===== config.mk =====
export PLATFORM = sky130hd
export DESIGN_NAME = hamming74_receiver
export DESIGN_NICKNAME = d
export VERILOG_FILES = /design/src/rtl/hamming74_receiver.sv
export SDC_FILE = /design/constraint.sdc
export NUM_CORES = 1
export LEC_CHECK = 0
export ABC_AREA = 0
export CAP_MARGIN = 10
export CORE_UTILIZATION = 49
export CTS_BUF_LIST = sky130_fd_sc_hd__clkbuf_4 sky130_fd_sc_hd__clkbuf_8
export CTS_CLUSTER_DIAMETER = 150
export CTS_CLUSTER_SIZE = 8
export DETAILED_ROUTE_END_ITERATION = 7
export PLACE_DENSITY = 0.88
export SLEW_MARGIN = 5
export SYNTH_ARGS = -nofsm -noshare
export SYNTH_HDL_FRONTEND = slang
export SYNTH_SLANG_ARGS = --single-unit
export TNS_END_PERCENT = 10

===== constraint.sdc =====
create_clock -name clk -period 2.9 [get_ports clk]
set_input_delay 0.29 -clock clk [delete_from_list [all_inputs] [get_ports clk]]
set_output_delay 0.29 -clock clk [all_outputs]
set_load 0.02 [all_outputs]

===== src/rtl/hamming74_receiver.sv =====
// Hamming(7,4) single-error-correcting receiver: capture -> decode -> output handshake FSM.
// Optional saturating corrected-error counter is built only when HAMMING_RX_ERR_COUNT_EN is defined.
module hamming74_receiver (
    input  logic       clk,
    input  logic       rst_n,
    input  logic [6:0] rx,
    input  logic       rx_valid,
    input  logic       out_ready,
    output logic       busy,
    output logic [3:0] data_out,
    output logic       out_valid,
    output logic       err_corrected,
    output logic [2:0] err_pos,
    output logic [7:0] err_count
);

    typedef enum logic [1:0] {
        IDLE   = 2'd0,
        DECODE = 2'd1,
        OUTPUT = 2'd2
    } state_t;

    state_t     r_state;
    logic [6:0] r_rxWord;
    logic       r_busy;
    logic       r_outValid;
    logic       r_errCorrected;
    logic [3:0] r_dataOut;
    logic [2:0] r_errPos;

    logic [2:0] w_syndrome;
    logic [6:0] w_flipMask;
    logic [6:0] w_corrected;
    logic [3:0] w_data;
    logic       w_handshake;

    // Bit k of the captured word is codeword position k+1.
    assign w_syndrome[0] = r_rxWord[0] ^ r_rxWord[2] ^ r_rxWord[4] ^ r_rxWord[6];
    assign w_syndrome[1] = r_rxWord[1] ^ r_rxWord[2] ^ r_rxWord[5] ^ r_rxWord[6];
    assign w_syndrome[2] = r_rxWord[3] ^ r_rxWord[4] ^ r_rxWord[5] ^ r_rxWord[6];

    always_comb begin
        w_flipMask = 7'b0000000;
        case (w_syndrome)
            3'd1:    w_flipMask = 7'b0000001;
            3'd2:    w_flipMask = 7'b0000010;
            3'd3:    w_flipMask = 7'b0000100;
            3'd4:    w_flipMask = 7'b0001000;
            3'd5:    w_flipMask = 7'b0010000;
            3'd6:    w_flipMask = 7'b0100000;
            3'd7:    w_flipMask = 7'b1000000;
            default: w_flipMask = 7'b0000000;
        endcase
    end

    assign w_corrected = r_rxWord ^ w_flipMask;
    assign w_data      = {w_corrected[6], w_corrected[5], w_corrected[4], w_corrected[2]};
    assign w_handshake = (r_state == OUTPUT) && out_ready;

    // Results stay registered after the handshake so data_out/err_pos keep their last values.
    always_ff @(posedge clk or negedge rst_n) begin
        if (!rst_n) begin
            r_state        <= IDLE;
            r_rxWord       <= 7'd0;
            r_busy         <= 1'b0;
            r_outValid     <= 1'b0;
            r_errCorrected <= 1'b0;
            r_dataOut      <= 4'd0;
            r_errPos       <= 3'd0;
        end else begin
            case (r_state)
                IDLE: begin
                    if (rx_valid) begin
                        r_rxWord <= rx;
                        r_busy   <= 1'b1;
                        r_state  <= DECODE;
                    end
                end
                DECODE: begin
                    r_dataOut      <= w_data;
                    r_errPos       <= w_syndrome;
                    r_errCorrected <= (w_syndrome != 3'd0);
                    r_outValid     <= 1'b1;
                    r_state        <= OUTPUT;
                end
                OUTPUT: begin
                    if (out_ready) begin
                        r_outValid <= 1'b0;
                        r_busy     <= 1'b0;
                        r_state    <= IDLE;
                    end
                end
                default: begin
                    r_outValid <= 1'b0;
                    r_busy     <= 1'b0;
                    r_state    <= IDLE;
                end
            endcase
        end
    end

    assign busy          = r_busy;
    assign out_valid     = r_outValid;
    assign data_out      = r_dataOut;
    assign err_corrected = r_errCorrected;
    assign err_pos       = r_errPos;

`ifdef HAMMING_RX_ERR_COUNT_EN
    logic [7:0] r_errCount;

    always_ff @(posedge clk or negedge rst_n) begin
        if (!rst_n) begin
            r_errCount <= 8'd0;
        end else if (w_handshake && r_errCorrected && (r_errCount != 8'hFF)) begin
            r_errCount <= r_errCount + 8'd1;
        end
    end

    assign err_count = r_errCount;
`else
    logic w_unusedHandshake;
    assign w_unusedHandshake = w_handshake;
    assign err_count         = 8'd0;
`endif

endmodule


* After elaboration in Yosys (flattened, before gate mapping)
Index checks and enable logic that the tools add are counted.
Word-level totals: RAM bits 0, bits in read-only memories 0, memories 0, bits in latches 0, word-level logic and storage cells 44, flip-flop bits (word level) 19
Operators by class: reductions and logical operators 6, muxes and demuxes 8, add/sub/neg operators 0, order comparisons 0, div/mod/pow operators 0, bitwise operators 12, equal/unequal tests 11, multipliers 0, shift-type cells 0
Operator list (count):
- case mux 7 bit (7 select lines) | 1
- equality test 3 bit, second input constant | 4
- bitwise XOR 1 bit | 9
- bitwise XOR 7 bit | 1
- equality test 3 x 2 -> 1 bit, second input constant | 2
- case mux 1 bit (3 select lines) | 2
- case mux 2 bit (3 select lines) | 1
- AND reduction 2 bit | 3
- 2-to-1 mux 2 bit | 2
- != test 2 bit, second input constant | 2
- equality test 3 x 1 -> 1 bit, second input constant | 1
- AND reduction 3 bit | 1
- nonzero test 3 bit | 1
- equality test 2 x 1 -> 1 bit, second input constant | 1
- equality test 2 bit, second input constant | 1
- logical NOT 2 bit | 1
- 2-to-1 mux 1 bit | 2
- inverter 1 bit | 2

* Depth between registers and ports, before layout
word-level depth 6, mapped depth 5, gate-level depth less buffers 4

* Least setup slack after synthesis
No wires, ideal clock.
path kind reg2reg, start register r_rxWord[4], end register r_dataOut[1] (netlist: data_out[1]), library setup time 0.082 ns, buffers on the path 0, stages on the path, launching flop included 5, path slack 1.186 ns, arrival time 1.633 ns, clock period less this slack 1.714 ns, path through dfrtp_1 xnor3_1 xor2_1 or4_1 a31oi_1
On the way: longest elaborated chain between the ends 6
RTL lines:
- from (decl) | RTL line 24 | logic [6:0] r_rxWord;
- from (signal assigned) | RTL line 74 | r_rxWord <= rx;
- bitwise XOR 1 bit (3 in series) | RTL line 40 | assign w_syndrome[2] = r_rxWord[3] ^ r_rxWord[4] ^ r_rxWord[5] ^ r_rxWord[6];
- equality test 3 bit, or another cell as far along | RTL line 44 | case (w_syndrome)
- case mux 7 bit (7 select lines) | RTL line 44
- bitwise XOR 7 bit * | RTL line 56 | assign w_corrected = r_rxWord ^ w_flipMask;
- to (signal assigned) | RTL line 80 | r_dataOut <= w_data;
- to (decl) | RTL line 28 | logic [3:0] r_dataOut;
Mark *: on every way between the ends. The rest lies on a longest branch, timed or not. A chain may end at the register's enable or synchronous reset.

* Worst setup path in the final report
Ends and elaborated chain as after synthesis.

==> flow_summary.toml <==
[pwr]
peakVddDrop_v = 0.0006478
leakagePower_uw = 0.0005035
p_per_area_nw_per_um2 = 1295

[detailed_routing]
route.met2.wl_microns = 687
routed.top_layer = "met4"
wl_met1_microns = 668
wirelength_microns = 1460
wl_per_cell_microns = 11.15
drt_iter0_markers = 9
ant_nets = 0
met3_length_microns = 60
vias_per_cell = 5.008
firstDrtPassIters = 4
drc = 0
routed-via-count = 656

[sta]
final_critical_path_setup_slack_ps = 1055
fin_crit_sh = 0.6362
rsz0062_at_grt = "no"
slew_headroom = 0.4675
min_period_ps = 1845
tightest_slew_ps = 796.2
finalHoldViolCount = 0
fmax_mhz = 542.0
timing.setup.tns_ps = 0
setup-violations-final = 0
slew_viol_final = 0
skew_ps = 1.530

[yosys]
syn_inst = 85
async_flop_share = 1.000
synthXorXnorAreaFrac = 0.1046
ys_warn_count = 0
synth_seq_cells = 19
synth.top_cell.area_share = 0.4967
synth_top_family_by_area = "compound AO/OA/AOI/OAI gates"
synthFlopType = "dfrtp_1"
synth_area_leaders = "dfrtp_1 50%, mux2_2 8.2%, buf_4 6.3%"
synth-edff-count = 0
synth.area.mux_share = 0.08235
seq_area_frac_synth = 0.4967
synth_adder_area_share = 0
synth_area_leader_cell = "dfrtp_1"
syn_area_sq_um = 957.2
syn_avg_cell_area_sq_um = 11.26
synth_cell_types = 32
synth-simple-area-share = 0.1098
synth-compound-area-share = 0.1242

[hold_path]
hp-class = "primary input to async pin"

[clock_network]
clkLatencyLatePin_ps = 300
clock_path_buffers = 2
ctsHoldBuffers = 0
cts_tree = "done"
numClockSinks = 19
clk_pin_slew_ps = 100
htree_levels = 1
root_buffer = "clkbuf_4"
cts_inserted_buffers = 3
cts_setup_buffers = 0
cts_resized = 0

[setup_path]
r2r_cells = 4
r2r_end = "data_out[1]"
endpoint_kind = "flop"
critPathMaxStageDelay_ps = 510
cp_max_fo = 5
cp-start-kind = "flop"
rr_startpoint = "r_rxWord[4]"
crit_type = "flop to flop"
ff2ff_setup_slack_ps = 1060
crit_chain = "xnor3_1 > xor2_1 > or4_1 > a31oi_1"
crit_arrival_ps = 2070
cp_slowest_cell = "or4_1"
required_ps = 3130

[floorplan]
die_area_sq_um = 2134
initial_core_util = 0.5368
die_x_microns = 46.20
num_rows = 15
die_h_microns = 46.20
core_sq_um = 1783
io-pin-count = 29

[layout]
fin_nets = 118
drive_above_1_share = 0.1321
final_cell_area_sq_um = 1177
antennaDiodeCount = 0
nFillCells = 142
area_growth_pct = 23.01

[place]
io_buffers = 20
place_area_sq_um = 1147
pre_cts_slack_ps = 1103
hpwl_microns = 1096
routabilityCongestion = 0.7286

[global_route]
grt_pass1_wl_microns = 2684
antenna_found_initial = 0
grtUsageTotal = 0.1852
grt-ovfl-total = 0
grt_max_degree = 20
grt_pass1_vias = 591

[job]
maxCapViolCount = 0

[outcome]
outcome = "completed"
-- critical path: cells and delay by family (launching register included) --
family / cells / cell delay, ps
DFF: 1 / 460
xor gates and xnor gates: 2 / 640
and+or+nand+nor: 1 / 510
AOI/OAI and AO/OA: 1 / 170
-- flip-flops by register name (all words and copies together), names as in the netlist --
name,count
r_state,2
data_out,4
err_corrected,1
busy,1
out_valid,1
err_pos,3
r_rxWord,7
-- final cells by class --
type,instances,area [sq um],share of cell area
flip-flops and latches,19,475.5,0.4038
repair buffers,20,200.2,0.1700
inverters,2,7.507,0.006376
well taps,25,31.28,0.02657
clock buffers,4,30.03,0.02550
multi-input cells,61,432.9,0.3677
-- placed cells by master (no fill, tap or decap), drive strengths merged --
cell / n
clkdlybuf4s50: 20
dfrtp: 19
conb: 8
mux2: 7
nand2: 7
o21ai: 4
xnor2: 4
nor2: 4
clkbuf: 4
xor2: 4
a31oi: 3
inv: 2
or3: 2
nand3: 2
nor3b: 1
nand2b: 1
a2bb2oi: 1
o22ai: 1
o21a: 1
nor2b: 1
xnor3: 1
a41oi: 1
a21o: 1
and4: 1
a211o: 1
o31ai: 1
or4: 1
a21oi: 1
a2111o: 1
o211ai: 1
-- cells by family after synthesis --
group / count (synthesis)
AO/OA/AOI/OAI: 17
XOR/XNOR: 9
buffers and inverters: 12
flip-flops: 19
multiplexers: 7
other: 1
AND/OR/NAND/NOR: 20
-- metrics by stage --
step	hold slack, ps	cells	utilization	power (uW)
6_report	445.1	131	0.6604	1525
5_1_grt	517.3	131	0.6604	1665
4_1_cts	469.1	131	0.6604	1533
3_5_place_dp	469.1	127	0.6435	1388
3_3_place_gp	461.7	127	0.6435	1361
2_1_floorplan	-5.591	92	-	1146
-- report_power, final --
group | leakage, uW | switching, uW | internal, uW
Combinational | 0.000263 | 473 | 406
Sequential | 0.000223 | 112 | 392
Clock | 0.0000184 | 78.3 | 63.0
-- cell usage after synthesis, types with 2 or more instances --
library cell   n
a31oi_1        3
buf_4          8
dfrtp_1       19
inv_1          2
mux2_2         7
nand2_1        7
nand3_1        2
nor2_1         4
o21ai_0        4
or3_1          2
xnor2_1        4
xor2_1         3
-- worst max path at each step --
stage / slack (ps) / start / endpoint
final: 1060 / r_rxWord[4] / data_out[1]
after global routing: 970 / r_rxWord[4] / data_out[1]
after CTS: 1070 / r_rxWord[4] / data_out[1]
after detailed placement: 1100 / r_rxWord[4] / data_out[1]
after global placement: 1110 / r_rxWord[4] / data_out[1]
after floorplan: 1190 / r_rxWord[4] / data_out[1]
-- routing by layer --
layer | up-vias | track usage
met3 | 4 | 0.04706
met4 | 0 | 0.1235
met2 | 24 | 0.2648
met1 | 304 | 0.2468
met5 | - | 0
li1 | 324 | -
(Power assumes the default switching activity.)
==> variant 1 (config.mk and constraints unchanged) <==
Add a define of `HAMMING_RX_ERR_COUNT_EN`.
--- a/src/rtl/hamming74_receiver.sv
+++ b/src/rtl/hamming74_receiver.sv
@@ -1,4 +1,6 @@
 // Hamming(7,4) single-error-correcting receiver: capture -> decode -> output handshake FSM.
 // Optional saturating corrected-error counter is built only when HAMMING_RX_ERR_COUNT_EN is defined.
+`define HAMMING_RX_ERR_COUNT_EN
+
 module hamming74_receiver (
     input  logic       clk,
Formal check against the unedited RTL: not equivalent (a bounded check fails within 4 cycles, from zero or initial values and one cycle with rst_n low).
==> variant 1 against the original RTL <==
- final cell count increased by 34%
- power increased by 29%
- cell area up 39%
- critical endpoint is now data_out[2]
- sequential cell count increased by 8
- wire length is 66% higher
- die area up 33%
- worst setup slack got worse by 0.032 ns
- count of clock-buffer cells in the layout decreased by 1
- highest routed layer unchanged
- synthesized area increased by 35%
==> variant 1: results (changes against the original RTL) <==
- Outcome: completed (unchanged)
- Synth async-reset ratio: 100% (unchanged)
- Gp weighted congestion: 0.868 (was 0.729)
- Most used DFF post-synth: dfrtp_1 (unchanged)
- Top post-synthesis cells by count: dfrtp_1, nand2_1, nor2_1, xnor2_1, mux2_2 (was dfrtp_1, buf_4, mux2_2, nand2_1)
- Seq/Total Area, Yosys: 52.3% (was 49.7%)
- Worst Clk Skew: 0.00337 ns (was 0.00153 ns)
- Final HPWL DP: 1.89 mm (was 1.10 mm)
- Top post-synthesis cells by area: dfrtp_1, mux2_2, xnor2_1 (was dfrtp_1, mux2_2, buf_4)
- Critical path fanouts, max: 6 (was 5)
- Largest net degree at the start of global routing: 28 (was 20)
- Layout cell share with drive strength beyond 1: 12.3% (was 13.2%)
- Ant diodes: 0 (unchanged)
- Root Buffer: clkbuf_4 (unchanged)
- Clock buffer depth: 2 (unchanged)
- Number of fill cells: 212 (was 142)
- H-tree levels: 1 (unchanged)
- # nets final: 159 (was 118)
- Tot GR Track Use: 20.7% (was 18.5%)
- Average wire per standard cell: 13.8 um (was 11.1 um)
- Antenna violations before repair: 0 (unchanged)
- DP Area: 1600 um2 (was 1150 um2)
- Max reg flops: 8 (was 7)
- Cell variety after synth: 32 (unchanged)
- # port buffers: 28 (was 20)
- Yosys Warn Count: 0 (unchanged)
- Top sig layer: met4 (unchanged)
- Hold crit path type: input port to async pin (unchanged)
- CP arrival: 2.13 ns (was 2.07 ns)
- Leak pwr: 0.000668 uW (was 0.000504 uW)
- Slew Viols, Final: 0 (unchanged)
- Peak VDD IR: 0.000892 V (was 0.000648 V)
- Number of global-route vias before repair: 923 (was 591)
- Clock transition at path regs: 0.14 ns (was 0.10 ns)
- CTS resizes: 0 (unchanged)
- Routed wl met2: 1.24 mm (was 687 um)
- Synthesized Nets: approximately 130
- CTS Buf Count: 3 (unchanged)
- Clk_lat worst skew: 0.32 ns (was 0.30 ns)
- Drt first pass iters: 4 (unchanged)
- First-pass GRT wire length: 4.08 mm (was 2.68 mm)
- Slew @ Worst Pin: 0.569 ns (was 0.796 ns)
- Postcts setup bufs: 0 (unchanged)
- WL met3: 85 um (was 60 um)
- Drt initial violations: 5 (was 9)
- Via density: 5.41 (was 5.01)
- M1 wire length: 1.06 mm (was 668 um)
==> variant 1: changes by cell type after synthesis, moves of 2 or more <==
cell     before  now
a21oi_1       1    4
a31oi_1       3    5
buf_4         8    0
dfrtp_1      19   27
mux2_2        7    9
nand2_1       7   12
nand3_1       2    5
nor2_1        4   10
xnor2_1       4   10
==> variant 1: cell type report <==
cell class              count  area (um2)  area share, %
repair buffers             29         288           17.6
multi-input cells          84         596           36.5
well taps                  30        37.5           2.30
clock buffers               3        22.5           1.38
flip-flops and latches     27         676           41.4
inverters                   2        7.51          0.460
clock inverters             1        5.00          0.307
==> variant 1: worst paths after layout <==
| check | start | endpoint | slack, ns | cells past startpoint |
|---|---|---|---|---|
| max in group asynchronous | rst_n | out_valid | 2.32 | 2 |
| hold / removal | rst_n | r_rxWord[1] | 0.33 | 2 |
| min in group clk | out_valid | out_valid | 0.52 | 1 |
| hold reg to reg | out_valid | out_valid | 0.52 | 1 |
| setup / recovery | r_rxWord[4] | data_out[2] | 1.02 | 4 |
| setup reg to reg | r_rxWord[4] | data_out[2] | 1.02 | 4 |
==> variant 1: worst max-delay path, cell delays in order, from the launching register on <==
cell and delay (ns):
dfrtp_1 0.44, xnor3_2 0.50, xor2_2 0.19, or4_1 0.51, a31oi_1 0.18
==> variant 1: metrics by stage <==
step	utilization, %	cells	setup WS (ns)
final	65.9	176	1.02
after global routing	65.9	176	0.905
after CTS	65.9	176	1.03
after detailed placement	64.7	172	0.982
after global placement	64.7	172	1.04
after floorplan	-	116	1.14
==> variant 1: power breakdown <==
group | switching [uW] | internal [uW]
Sequential | 162 | 532
Combinational | 584 | 532
Clock | 109 | 51.7
==> variant 1: cells by family after synthesis <==
family                     share of synthesized area, %
adders and majority gates                         0.969
buffers and inverters                              1.55
DFF                                                52.3
xor gates and xnor gates                           11.9
AOI/OAI and AO/OA                                  11.1
and+or+nand+nor                                    14.2
muxes                                              7.85
==> variant 1: metal layers <==
| metal | up-vias | global-route usage, % |
|---|---|---|
| met5 | - | 0 |
| met4 | 0 | 7.89 |
| met2 | 25 | 37.3 |
| li1 | 470 | - |
| met3 | 4 | 3.45 |
| met1 | 454 | 24.1 |
==> variant 2 (config.mk and constraints unchanged) <==
Made on the original files. Add an input register stage for `rx`, with the module's reset; this delays it by one clock. The other inputs are not delayed to match.
--- a/src/rtl/hamming74_receiver.sv
+++ b/src/rtl/hamming74_receiver.sv
@@ -20,4 +20,14 @@
         OUTPUT = 2'd2
     } state_t;
+
+    logic [6:0] rx_q;
+
+    always_ff @(posedge clk or negedge rst_n) begin
+        if (!rst_n) begin
+            rx_q <= '0;
+        end else begin
+            rx_q <= rx;
+        end
+    end
 
     state_t     r_state;
@@ -72,5 +82,5 @@
                 IDLE: begin
                     if (rx_valid) begin
-                        r_rxWord <= rx;
+                        r_rxWord <= rx_q;
                         r_busy   <= 1'b1;
                         r_state  <= DECODE;
Formal check against the unedited RTL: not equivalent (a bounded check fails within 4 cycles, from zero or initial values and one cycle with rst_n low).
==> variant 2 against the original RTL <==
- clock power up 70%
- maximum frequency shrank 3.4%
- power up 19%
- sequential cell count increased by 7
- die area increased by 18%
- synthesized cell count is 11% higher
- critical path depth is the same
- worst setup slack lost 0.066 ns
- cell area rose by 18%
- highest routed layer unchanged
- final cell count increased by 9.9%
- non-clock buffer count grew 1
- wire length increased by 14%
- synthesized area grew 19%
==> variant 2: results (changes against the original RTL) <==
- CTS resizes: 0 (unchanged)
- Root Buffer: clkbuf_4 (unchanged)
- Number of global-route vias before repair: 739 (was 591)
- Layout cell share with drive strength beyond 1: 13.8% (was 13.2%)
- Postcts setup bufs: 0 (unchanged)
- Leak pwr: 0.000582 uW (was 0.000504 uW)
- Clock buffer depth: 2 (unchanged)
- Fin. Hold Viols: 0 (unchanged)
- CTS Buf Count: 3 (unchanged)
- Hold crit path type: input port to async pin (unchanged)
- Compound-Gate Fraction of Synth Area: 9.88% (was 12.4%)
- Seq/Total Area, Yosys: 57.1% (was 49.7%)
- Ant diodes: 0 (unchanged)
- Crit path from: r_rxWord[4] (unchanged)
- Worst-case reg-to-reg path depth: 4 (unchanged)
- Tot GR Track Use: 16.5% (was 18.5%)
- # port buffers: 20 (unchanged)
- Clock transition at path regs: 0.13 ns (was 0.10 ns)
- Synth async-reset ratio: 100% (unchanged)
- CP arrival: 2.16 ns (was 2.07 ns)
- # nets final: 128 (was 118)
- Drt first pass iters: 2 (was 4)
- Post-Synth XOR/XNOR Area: 10.4% (was 10.5%)
- Largest stage delay on the critical path: 0.53 ns (was 0.51 ns)
- Vias: 724 (was 656)
- Critical path fanouts, max: 6 (was 5)
- First-pass GRT wire length: 3.10 mm (was 2.68 mm)
- Cell variety after synth: 27 (was 32)
- H-tree levels: 1 (unchanged)
- Outcome: completed (unchanged)
- Yosys Warn Count: 0 (unchanged)
- WS Path Type: flop to flop (unchanged)
- Gp weighted congestion: 0.841 (was 0.729)
- Reg2Reg Setup Slack: 0.99 ns (was 1.06 ns)
- Final HPWL DP: 1.32 mm (was 1.10 mm)
- Drt initial violations: 4 (was 9)
- Max stage delay cell, worst path: or4_1 (unchanged)
- Peak VDD IR: 0.000724 V (was 0.000648 V)
- Top post-synthesis cells by count: dfrtp_1, buf_4, nand2_1, xnor2_1, mux2_2 (was dfrtp_1, buf_4, mux2_2, nand2_1)
- FF-to-FF End: data_out[1] (unchanged)
- Slew @ Worst Pin: 0.580 ns (was 0.796 ns)
- Adder-cell share of the synthesized area: 0% (unchanged)
- Average wire per standard cell: 11.5 um (was 11.1 um)
- Largest net degree at the start of global routing: 27 (was 20)
- Top post-synthesis cells by area: dfrtp_1, mux2_2, xnor2_1 (was dfrtp_1, mux2_2, buf_4)
- Mux contribution to synthesized area: 6.92% (was 8.24%)
- Clk_lat worst skew: 0.31 ns
- Worst Clk Skew: 0.00340 ns (was 0.00153 ns)
- Antenna violations before repair: 0 (unchanged)
- Crit path max-delay family: XOR/XNOR gates (unchanged)
==> variant 2: worst register-to-register path, delay by kind of cell (launching register included) <==
family,cells,cell delay [ns]
simple gates,1,0.53
flops,1,0.45
compound gates,1,0.17
xor+xnor,2,0.70
==> variant 2: final cells by class <==
type                       count  area [um2]
clock buffer                   3        22.5
fill                         178         820
sequential                    26         651
timing repair buffer          21         208
inverter                       1        3.75
tap                           28        35.0
clock inverter                 1        30.0
multi-input combinational     64         443
==> variant 2: stage by stage <==
| step | util, % | worst slack (ns) | hold slack, ns | area [um2] | cells |
|---|---|---|---|---|---|
| finish | 63.0 | 0.989 | 0.316 | 1390 | 144 |
| global route | 63.0 | 0.885 | 0.327 | 1390 | 144 |
| CTS | 63.0 | 0.985 | 0.325 | 1390 | 144 |
| detailed placement | 60.6 | 1.02 | 0.468 | 1340 | 140 |
| global placement | 60.6 | 1.10 | 0.457 | 1340 | 140 |
| floorplan | - | 1.14 | -0.00559 | 1170 | 101 |
==> variant 2: cell families after synthesis <==
family / count (synthesis)
AO/OA/AOI/OAI: 17
multiplexers: 7
XOR/XNOR: 11
flip-flops: 26
AND/OR/NAND/NOR: 21
buffers and inverters: 11
other: 1
==> variant 2: routing by layer <==
layer | wire length (um) | track usage (%)
met1 | 675 | 19.1
met2 | 918 | 30.2
met3 | 58 | 1.82
met4 | 6 | 7.14
met5 | 0 | 0
==> variant 2: where the power goes <==
group,internal (uW),switching [uW]
Clock,140,99.0
Sequential,495,118
Combinational,453,514
Total,1090,731
